--- config.mk ---
export PLATFORM = sky130hd
export DESIGN_NAME = projectile_pool_flat
export DESIGN_NICKNAME = d
export VERILOG_FILES = /design/src/rtl/projectile_pool_if.sv /design/src/rtl/projectile_pool.sv /design/src/flat_wrapper.sv
export SDC_FILE = /design/constraint.sdc
export NUM_CORES = 1
export LEC_CHECK = 0
export BUFFER_PORTS_ARGS = -buffer_cell sky130_fd_sc_hd__buf_2
export CORE_MARGIN = 2
export CORE_UTILIZATION = 45
export CTS_CLUSTER_SIZE = 10
export DETAILED_ROUTE_END_ITERATION = 12
export PLACE_DENSITY = 0.64
export SLEW_MARGIN = 10
export SYNTH_ARGS = -nofsm -noshare
export SYNTH_HDL_FRONTEND = slang
export SYNTH_SLANG_ARGS = --single-unit
--- constraint.sdc ---
create_clock -name Clk -period 4.2 [get_ports Clk]
set_input_delay 0 -clock Clk [delete_from_list [all_inputs] [get_ports Clk]]
set_output_delay 0 -clock Clk [all_outputs]
set_load 0.1 [all_outputs]
--- src/rtl/projectile_pool_if.sv ---
// Fire-request bundle between a fighter's controller and its projectile pool.
// Master drives activate/centre/step; slave answers with fire_ack/pool_full.
interface projectile_pool_if;
   logic       activate;
   logic [9:0] Proj_X_Center;
   logic [9:0] Proj_Y_Center;
   logic [9:0] Proj_X_Step;
   logic       fire_ack;
   logic       pool_full;

   modport master (
      output activate, Proj_X_Center, Proj_Y_Center, Proj_X_Step,
      input  fire_ack, pool_full
   );

   modport slave (
      input  activate, Proj_X_Center, Proj_Y_Center, Proj_X_Step,
      output fire_ack, pool_full
   );
endinterface

--- src/rtl/projectile_pool.sv ---
// projectile_pool: NUM_PROJ-slot projectile manager for one shooter.
// Spawns at the shooter centre on a fire request (frame cooldown limited),
// moves each live slot once per frame by its own latched step, retires slots
// on screen-edge exit or hitbox contact, and flags pixels inside any slot.
// Ports: Clk, Reset (sync, active-high), frame_clk (VGA_VS), fire (slave
//   bundle: activate, Proj_X/Y_Center, Proj_X_Step, fire_ack, pool_full),
//   contact[NUM_PROJ], DrawX/DrawY, Proj_X_Pos/Proj_Y_Pos (slot i at
//   [10i+9:10i]), active[NUM_PROJ], is_proj.
// Option: define PROJECTILE_POOL_AUTOFIRE_EN to re-arm the request on every
//   frame while activate is held (default: one shot per press).
module projectile_pool #(
   parameter int NUM_PROJ        = 4,
   parameter int PROJ_SIZE       = 4,
   parameter int COOLDOWN_FRAMES = 15,
   parameter int SCREEN_X_MAX    = 639
) (
   input  logic                     Clk,
   input  logic                     Reset,
   input  logic                     frame_clk,
   projectile_pool_if.slave         fire,
   input  logic [NUM_PROJ-1:0]      contact,
   input  logic [9:0]               DrawX,
   input  logic [9:0]               DrawY,
   output logic [NUM_PROJ*10-1:0]   Proj_X_Pos,
   output logic [NUM_PROJ*10-1:0]   Proj_Y_Pos,
   output logic [NUM_PROJ-1:0]      active,
   output logic                     is_proj
);

   localparam int IW = (NUM_PROJ > 1) ? $clog2(NUM_PROJ) : 1;
   localparam int CW = (COOLDOWN_FRAMES > 1) ? $clog2(COOLDOWN_FRAMES) : 1;
   localparam logic [9:0] X_LO = 10'(PROJ_SIZE);
   localparam logic [9:0] X_HI = 10'(SCREEN_X_MAX - PROJ_SIZE);
   localparam logic signed [10:0] PS = 11'(PROJ_SIZE);
   localparam logic [CW-1:0] CD_LOAD = CW'(COOLDOWN_FRAMES - 1);

   logic [NUM_PROJ-1:0][9:0] x_q, x_d;
   logic [NUM_PROJ-1:0][9:0] y_q, y_d;
   logic [NUM_PROJ-1:0][9:0] step_q, step_d;
   logic [NUM_PROJ-1:0]      active_q, active_d;
   logic [CW-1:0]            cool_q, cool_d;
   logic                     pending_q, pending_d;
   logic                     frame_d_q;
   logic                     act_q;
   logic                     fire_ack_q, fire_ack_d;

   logic                     tick;
   logic                     rise;
   logic                     free_found;
   logic [IW-1:0]            free_idx;
   logic                     spawn;
   logic [NUM_PROJ-1:0][10:0] sum;
   logic [NUM_PROJ-1:0]      off_screen;
   logic [NUM_PROJ-1:0][10:0] dx;
   logic [NUM_PROJ-1:0][10:0] dy;
   logic [NUM_PROJ-1:0]      hit_px;

   assign tick = frame_clk & ~frame_d_q;
   assign rise = fire.activate & ~act_q;

   // Lowest-index free slot, judged on the pre-edge occupancy so a slot
   // retired on this tick only becomes available on the following one.
   always_comb begin
      free_found = 1'b0;
      free_idx   = '0;
      for (int i = NUM_PROJ - 1; i >= 0; i--) begin
         if (!active_q[i]) begin
            free_found = 1'b1;
            free_idx   = IW'(i);
         end
      end
   end

   assign spawn = tick & pending_q & (cool_q == '0) & free_found;

   always_comb begin
      pending_d = pending_q;
      if (tick) pending_d = 1'b0;
`ifdef PROJECTILE_POOL_AUTOFIRE_EN
      if (tick && fire.activate) pending_d = 1'b1;
`else
`endif
      // An edge landing on a tick still arms the next frame.
      if (rise) pending_d = 1'b1;
   end

   always_comb begin
      cool_d = cool_q;
      if (spawn)
         cool_d = CD_LOAD;
      else if (tick && cool_q != '0)
         cool_d = cool_q - 1'b1;
   end

   assign fire_ack_d = spawn;

   // Per-slot update: spawn load, frame move with edge retirement, and
   // contact retirement (which overrides the move).
   always_comb begin
      x_d        = x_q;
      y_d        = y_q;
      step_d     = step_q;
      active_d   = active_q;
      sum        = '0;
      off_screen = '0;
      for (int i = 0; i < NUM_PROJ; i++) begin
         sum[i] = {1'b0, x_q[i]} + {step_q[i][9], step_q[i]};
         // Bit 10 set means negative (or beyond 1023): off screen either way.
         off_screen[i] = sum[i][10]
                       | (sum[i][9:0] < X_LO)
                       | (sum[i][9:0] > X_HI);
         if (spawn && free_idx == IW'(i)) begin
            x_d[i]      = fire.Proj_X_Center;
            y_d[i]      = fire.Proj_Y_Center;
            step_d[i]   = fire.Proj_X_Step;
            active_d[i] = 1'b1;
         end else if (tick && active_q[i]) begin
            if (off_screen[i])
               active_d[i] = 1'b0;
            else
               x_d[i] = sum[i][9:0];
         end
         if (active_q[i] && contact[i]) begin
            active_d[i] = 1'b0;
            x_d[i]      = x_q[i];
         end
      end
   end

   always_ff @(posedge Clk) begin
      if (Reset) begin
         x_q        <= '0;
         y_q        <= '0;
         step_q     <= '0;
         active_q   <= '0;
         cool_q     <= '0;
         pending_q  <= 1'b0;
         frame_d_q  <= 1'b0;
         act_q      <= 1'b0;
         fire_ack_q <= 1'b0;
      end else begin
         x_q        <= x_d;
         y_q        <= y_d;
         step_q     <= step_d;
         active_q   <= active_d;
         cool_q     <= cool_d;
         pending_q  <= pending_d;
         frame_d_q  <= frame_clk;
         act_q      <= fire.activate;
         fire_ack_q <= fire_ack_d;
      end
   end

   // Pixel test with 11-bit signed differences so nothing wraps near 0.
   always_comb begin
      dx     = '0;
      dy     = '0;
      hit_px = '0;
      for (int i = 0; i < NUM_PROJ; i++) begin
         dx[i] = {1'b0, DrawX} - {1'b0, x_q[i]};
         dy[i] = {1'b0, DrawY} - {1'b0, y_q[i]};
         hit_px[i] = active_q[i]
                   & ($signed(dx[i]) <= PS) & ($signed(dx[i]) >= -PS)
                   & ($signed(dy[i]) <= PS) & ($signed(dy[i]) >= -PS);
      end
   end

   assign is_proj        = |hit_px;
   assign active         = active_q;
   assign Proj_X_Pos     = x_q;
   assign Proj_Y_Pos     = y_q;
   assign fire.fire_ack  = fire_ack_q;
   assign fire.pool_full = &active_q;

endmodule
--- src/flat_wrapper.sv ---
// flat-port wrapper written by rule: the top's interface ports become plain ports
module projectile_pool_flat 
#(
   parameter int NUM_PROJ        = 4,
   parameter int PROJ_SIZE       = 4,
   parameter int COOLDOWN_FRAMES = 15,
   parameter int SCREEN_X_MAX    = 639
)
  (Clk, Reset, frame_clk, contact, DrawX, DrawY, Proj_X_Pos, Proj_Y_Pos, active, is_proj, fire_activate, fire_Proj_X_Center, fire_Proj_Y_Center, fire_Proj_X_Step, fire_fire_ack, fire_pool_full);
  projectile_pool_if fire_i ();
  input  logic Clk;
  input  logic Reset;
  input  logic frame_clk;
  input  logic [NUM_PROJ-1:0] contact;
  input  logic [9:0] DrawX;
  input  logic [9:0] DrawY;
  output logic [NUM_PROJ*10-1:0] Proj_X_Pos;
  output logic [NUM_PROJ*10-1:0] Proj_Y_Pos;
  output logic [NUM_PROJ-1:0] active;
  output logic is_proj;
  input wire logic [$bits(fire_i.activate)-1:0] fire_activate;
  input wire logic [$bits(fire_i.Proj_X_Center)-1:0] fire_Proj_X_Center;
  input wire logic [$bits(fire_i.Proj_Y_Center)-1:0] fire_Proj_Y_Center;
  input wire logic [$bits(fire_i.Proj_X_Step)-1:0] fire_Proj_X_Step;
  output wire logic [$bits(fire_i.fire_ack)-1:0] fire_fire_ack;
  output wire logic [$bits(fire_i.pool_full)-1:0] fire_pool_full;
  assign fire_i.activate = fire_activate;
  assign fire_i.Proj_X_Center = fire_Proj_X_Center;
  assign fire_i.Proj_Y_Center = fire_Proj_Y_Center;
  assign fire_i.Proj_X_Step = fire_Proj_X_Step;
  assign fire_fire_ack = fire_i.fire_ack;
  assign fire_pool_full = fire_i.pool_full;
  projectile_pool #(.NUM_PROJ(NUM_PROJ), .PROJ_SIZE(PROJ_SIZE), .COOLDOWN_FRAMES(COOLDOWN_FRAMES), .SCREEN_X_MAX(SCREEN_X_MAX)) u_core (.Clk(Clk), .Reset(Reset), .frame_clk(frame_clk), .fire(fire_i), .contact(contact), .DrawX(DrawX), .DrawY(DrawY), .Proj_X_Pos(Proj_X_Pos), .Proj_Y_Pos(Proj_Y_Pos), .active(active), .is_proj(is_proj));
endmodule
==> results.sh <==
export IMPL_status="completed"
export IMPL_synth_ff_type="dfxtp_1"
export IMPL_grt_pass1_wl_mm=57.15
export IMPL_drt_pass1_iter_count=6
export IMPL_wl_per_cell_um=18.55
export IMPL_cts_tree="built"
export IMPL_slew_headroom=0.3664
export IMPL_drv_cap=0
export IMPL_hold_path_class="in2reg"
export IMPL_rsz0062_at_grt="no"
export IMPL_die_area_um2=26590
export IMPL_antenna_left=0
export IMPL_initial_core_util=0.4547
export IMPL_grt_pass1_vias=10700
export IMPL_cts_buffers=17
export IMPL_reg2reg_depth=11
export IMPL_final_cells=1995
export IMPL_vias_per_cell=5.758
export IMPL_maxSlewViolCount=0
export IMPL_r2r_slack_ns=0.87
export IMPL_setup_tns_final_ns=0
export IMPL_synth_edf_count=0
export IMPL_synth_top_area_share=0.2321
export IMPL_finish_utilization=0.5302
export IMPL_regToRegEndpoint="u_core.Proj_X_Pos[18]"
export IMPL_areaGrowthSynthToFinish_pct=16.60
export IMPL_path_max_fanout=4
export IMPL_seq_area_frac_synth=0.2321
export IMPL_finalPower_mw=4.764
export IMPL_synth_nets=1701
export IMPL_ioPinCount=145
export IMPL_clockRootBuffer="clkbuf_16"
export IMPL_drt_wl_total_mm=37.01
export IMPL_synth_area_top_cells="dfxtp_1, ha_1, nand2_1, a21oi_1, xnor2_1"
export IMPL_clk_pin_slew_ns=0.06
export IMPL_crit_path_end="is_proj"
export IMPL_gp_congestion=0.9119
export IMPL_ys_types=79
export IMPL_die_x_um=163.1
export IMPL_htree_levels=4
export IMPL_finalWorstSetupSlack_ns=0.4230
export IMPL_pre_cts_ws_ns=0.8916
export IMPL_crit_arrival_ns=3.78
export IMPL_p_per_area_nw_per_um2=358.9
export IMPL_worstMarginPinSlew_ns=0.9494
export IMPL_n_fill_cell=2443
export IMPL_dp_hpwl_mm=27.49
export IMPL_io_buffers=144
export IMPL_std_cell_rows=58
export IMPL_avgSynthCellArea_um2=7.540
export IMPL_max_clock_path_buffers=2
export IMPL_max_freq_mhz=264.8
export IMPL_finClkSkew_ns=0.007331
export IMPL_fp_coreArea_um2=25040
export IMPL_grt_ovfl_total=0
export IMPL_clkSinkCount=132
export IMPL_fin_crit_sh=0.8993
export IMPL_fin_nets=1844
export IMPL_cp_required_ns=4.20
export IMPL_drc=0
export IMPL_clock_latency_ns=0.43
export IMPL_synth_top_area_cell="dfxtp_1"
export IMPL_numPlacedInstances=1936
export IMPL_critical_path_startpoint="u_core.Proj_X_Pos[30]"
export IMPL_critPathKind="reg2out"
export IMPL_chipHeight_um=163.1
export IMPL_antenna_found_initial=0
export IMPL_asyncSetResetFlopFracSynth=0
export IMPL_setup_viol=0
export IMPL_drt_iter0_drc=1024
export IMPL_vias=11487
export IMPL_grt_use_total=0.2785
export IMPL_leakage_nw=5.378
export IMPL_cp_start_kind="register"
export IMPL_ir_worst_vdd_mv=0.2014
export IMPL_ys_warnings_count=0
export IMPL_grt_max_degree=68
export IMPL_period_minus_slack_ns=3.777
export IMPL_drive_gt1_frac=0.1388
export IMPL_cts_setup_buffers=0
export IMPL_syn_inst=1510
export IMPL_syn_area_um2=11380
export IMPL_rr_startpoint="u_core.Proj_X_Pos[11]"
export IMPL_hold_viol_final=0
export IMPL_worstSetupEndpointType="output port"
export IMPL_ys_ff_latch=132
[worst min-delay path by stage]
stage,start,endpoint,depth (start not counted)
detailed placement,fire_activate,u_core.act_q,2
finish,Reset,u_core.pending_q,2
floorplan,fire_activate,u_core.act_q,1
CTS,fire_Proj_X_Center[6],u_core.Proj_X_Pos[26],3
global placement,fire_activate,u_core.act_q,2
global route,fire_Proj_X_Center[5],u_core.Proj_X_Pos[25],3
[power by group]
part	internal (mW)	switching, mW	total [mW]	leakage [nW]
clock network	1.06	0.577	1.63	0.312
logic	0.570	1.15	1.72	4.00
registers	1.32	0.0860	1.41	1.07
total	2.95	1.81	4.76	5.38
[critical path: stages, from the launching register on]
cell       delay, ns
dfxtp_1         0.34
ha_1            0.22
fa_1            0.42
nor2b_1         0.18
o21ai_0         0.10
a21o_1          0.17
a2111oi_0       0.34
nand3_1         0.11
or4b_1          0.51
mux2_2          0.29
o221ai_2        0.20
buf_2           0.47
[final cells by class]
type | count | area (um2) | area share
Multi-Input combinational cell | 1205 | 8083 | 0.6089
Sequential cell | 132 | 2643 | 0.1991
Timing Repair Buffer | 181 | 1071 | 0.08069
Clock buffer | 19 | 442.9 | 0.03337
Inverter | 116 | 435.4 | 0.03280
Tap cell | 330 | 412.9 | 0.03111
Clock inverter | 11 | 183.9 | 0.01386
Antenna cell | 1 | 2.502 | 0.0001885
[repair_timing]
action | 4_1_cts | 5_1_grt
gates resized for setup | 0 | 0
hold endpoints to repair | 90 | 0
hold buffers | 28 | 0
[registers in the layout, summed over array words and instances (netlist names)]
register              cells
u_core.frame_d_q          1
u_core.pending_q          1
u_core.Proj_Y_Pos        40
u_core.active             4
u_core.Proj_X_Pos        40
u_core.act_q              1
u_core.cool_q             4
u_core.fire.fire_ack      1
u_core.step_q            40
[cells in the final DEF (no fill, tap or decap), types with 37 or more instances in the layout]
cell       n
nor3_1    38
xnor2_1   50
dfxtp_1  132
nor2_1    89
inv_1    116
buf_2    143
nand3_1   43
ha_1     121
a21oi_1  153
xor2_1    37
o21ai_0   43
nand2_1  245
[layer usage]
metal  vias up  share of wire  track usage
met1      5397           0.46       0.3701
li1       5693              -            -
met5         -              0            0
met4         0          0.034       0.1094
met2       330           0.45       0.4457
met3        67          0.057      0.05409
[through the flow]
step / area (um2) / hold slack (ns)
after detailed placement: 12360 / 0.2352
after floorplan: 11390 / 0.1282
final: 13270 / 0.02964
after global routing: 13270 / 0.03288
after global placement: 12360 / 0.2231
after CTS: 13270 / 0.007309
[logic make-up (layout without fill, tap and decap cells)]
kind of cell / Yosys count / count (layout) / synth area share
and+or+nand+nor: 556 / 556 / 0.2278
AOI/OAI and AO/OA: 416 / 416 / 0.2478
buffers and inverters: 173 / 327 / 0.05957
adders and majority gates: 133 / 133 / 0.1541
DFF: 132 / 132 / 0.2321
xor gates and xnor gates: 87 / 87 / 0.06693
muxes: 13 / 13 / 0.01165
other: 0 / 1 / 0
[cells in the mapped netlist (12+ instances only)]
library cell,instances
o21ai_0,43
nand3_1,43
dfxtp_1,132
nand2b_1,12
xnor2_1,50
nor2b_1,28
nand2_1,245
or3_1,16
nor3_1,39
nor2_1,90
a21oi_1,153
ha_1,121
a21o_1,19
and3_1,12
inv_1,116
a31oi_1,21
fa_1,12
clkbuf_1,47
o21a_1,17
o2111ai_1,12
xor2_1,37
or2_2,16
nor4_1,12
a211oi_1,28
No activity file was read; power rests on OpenSTA's default activity.
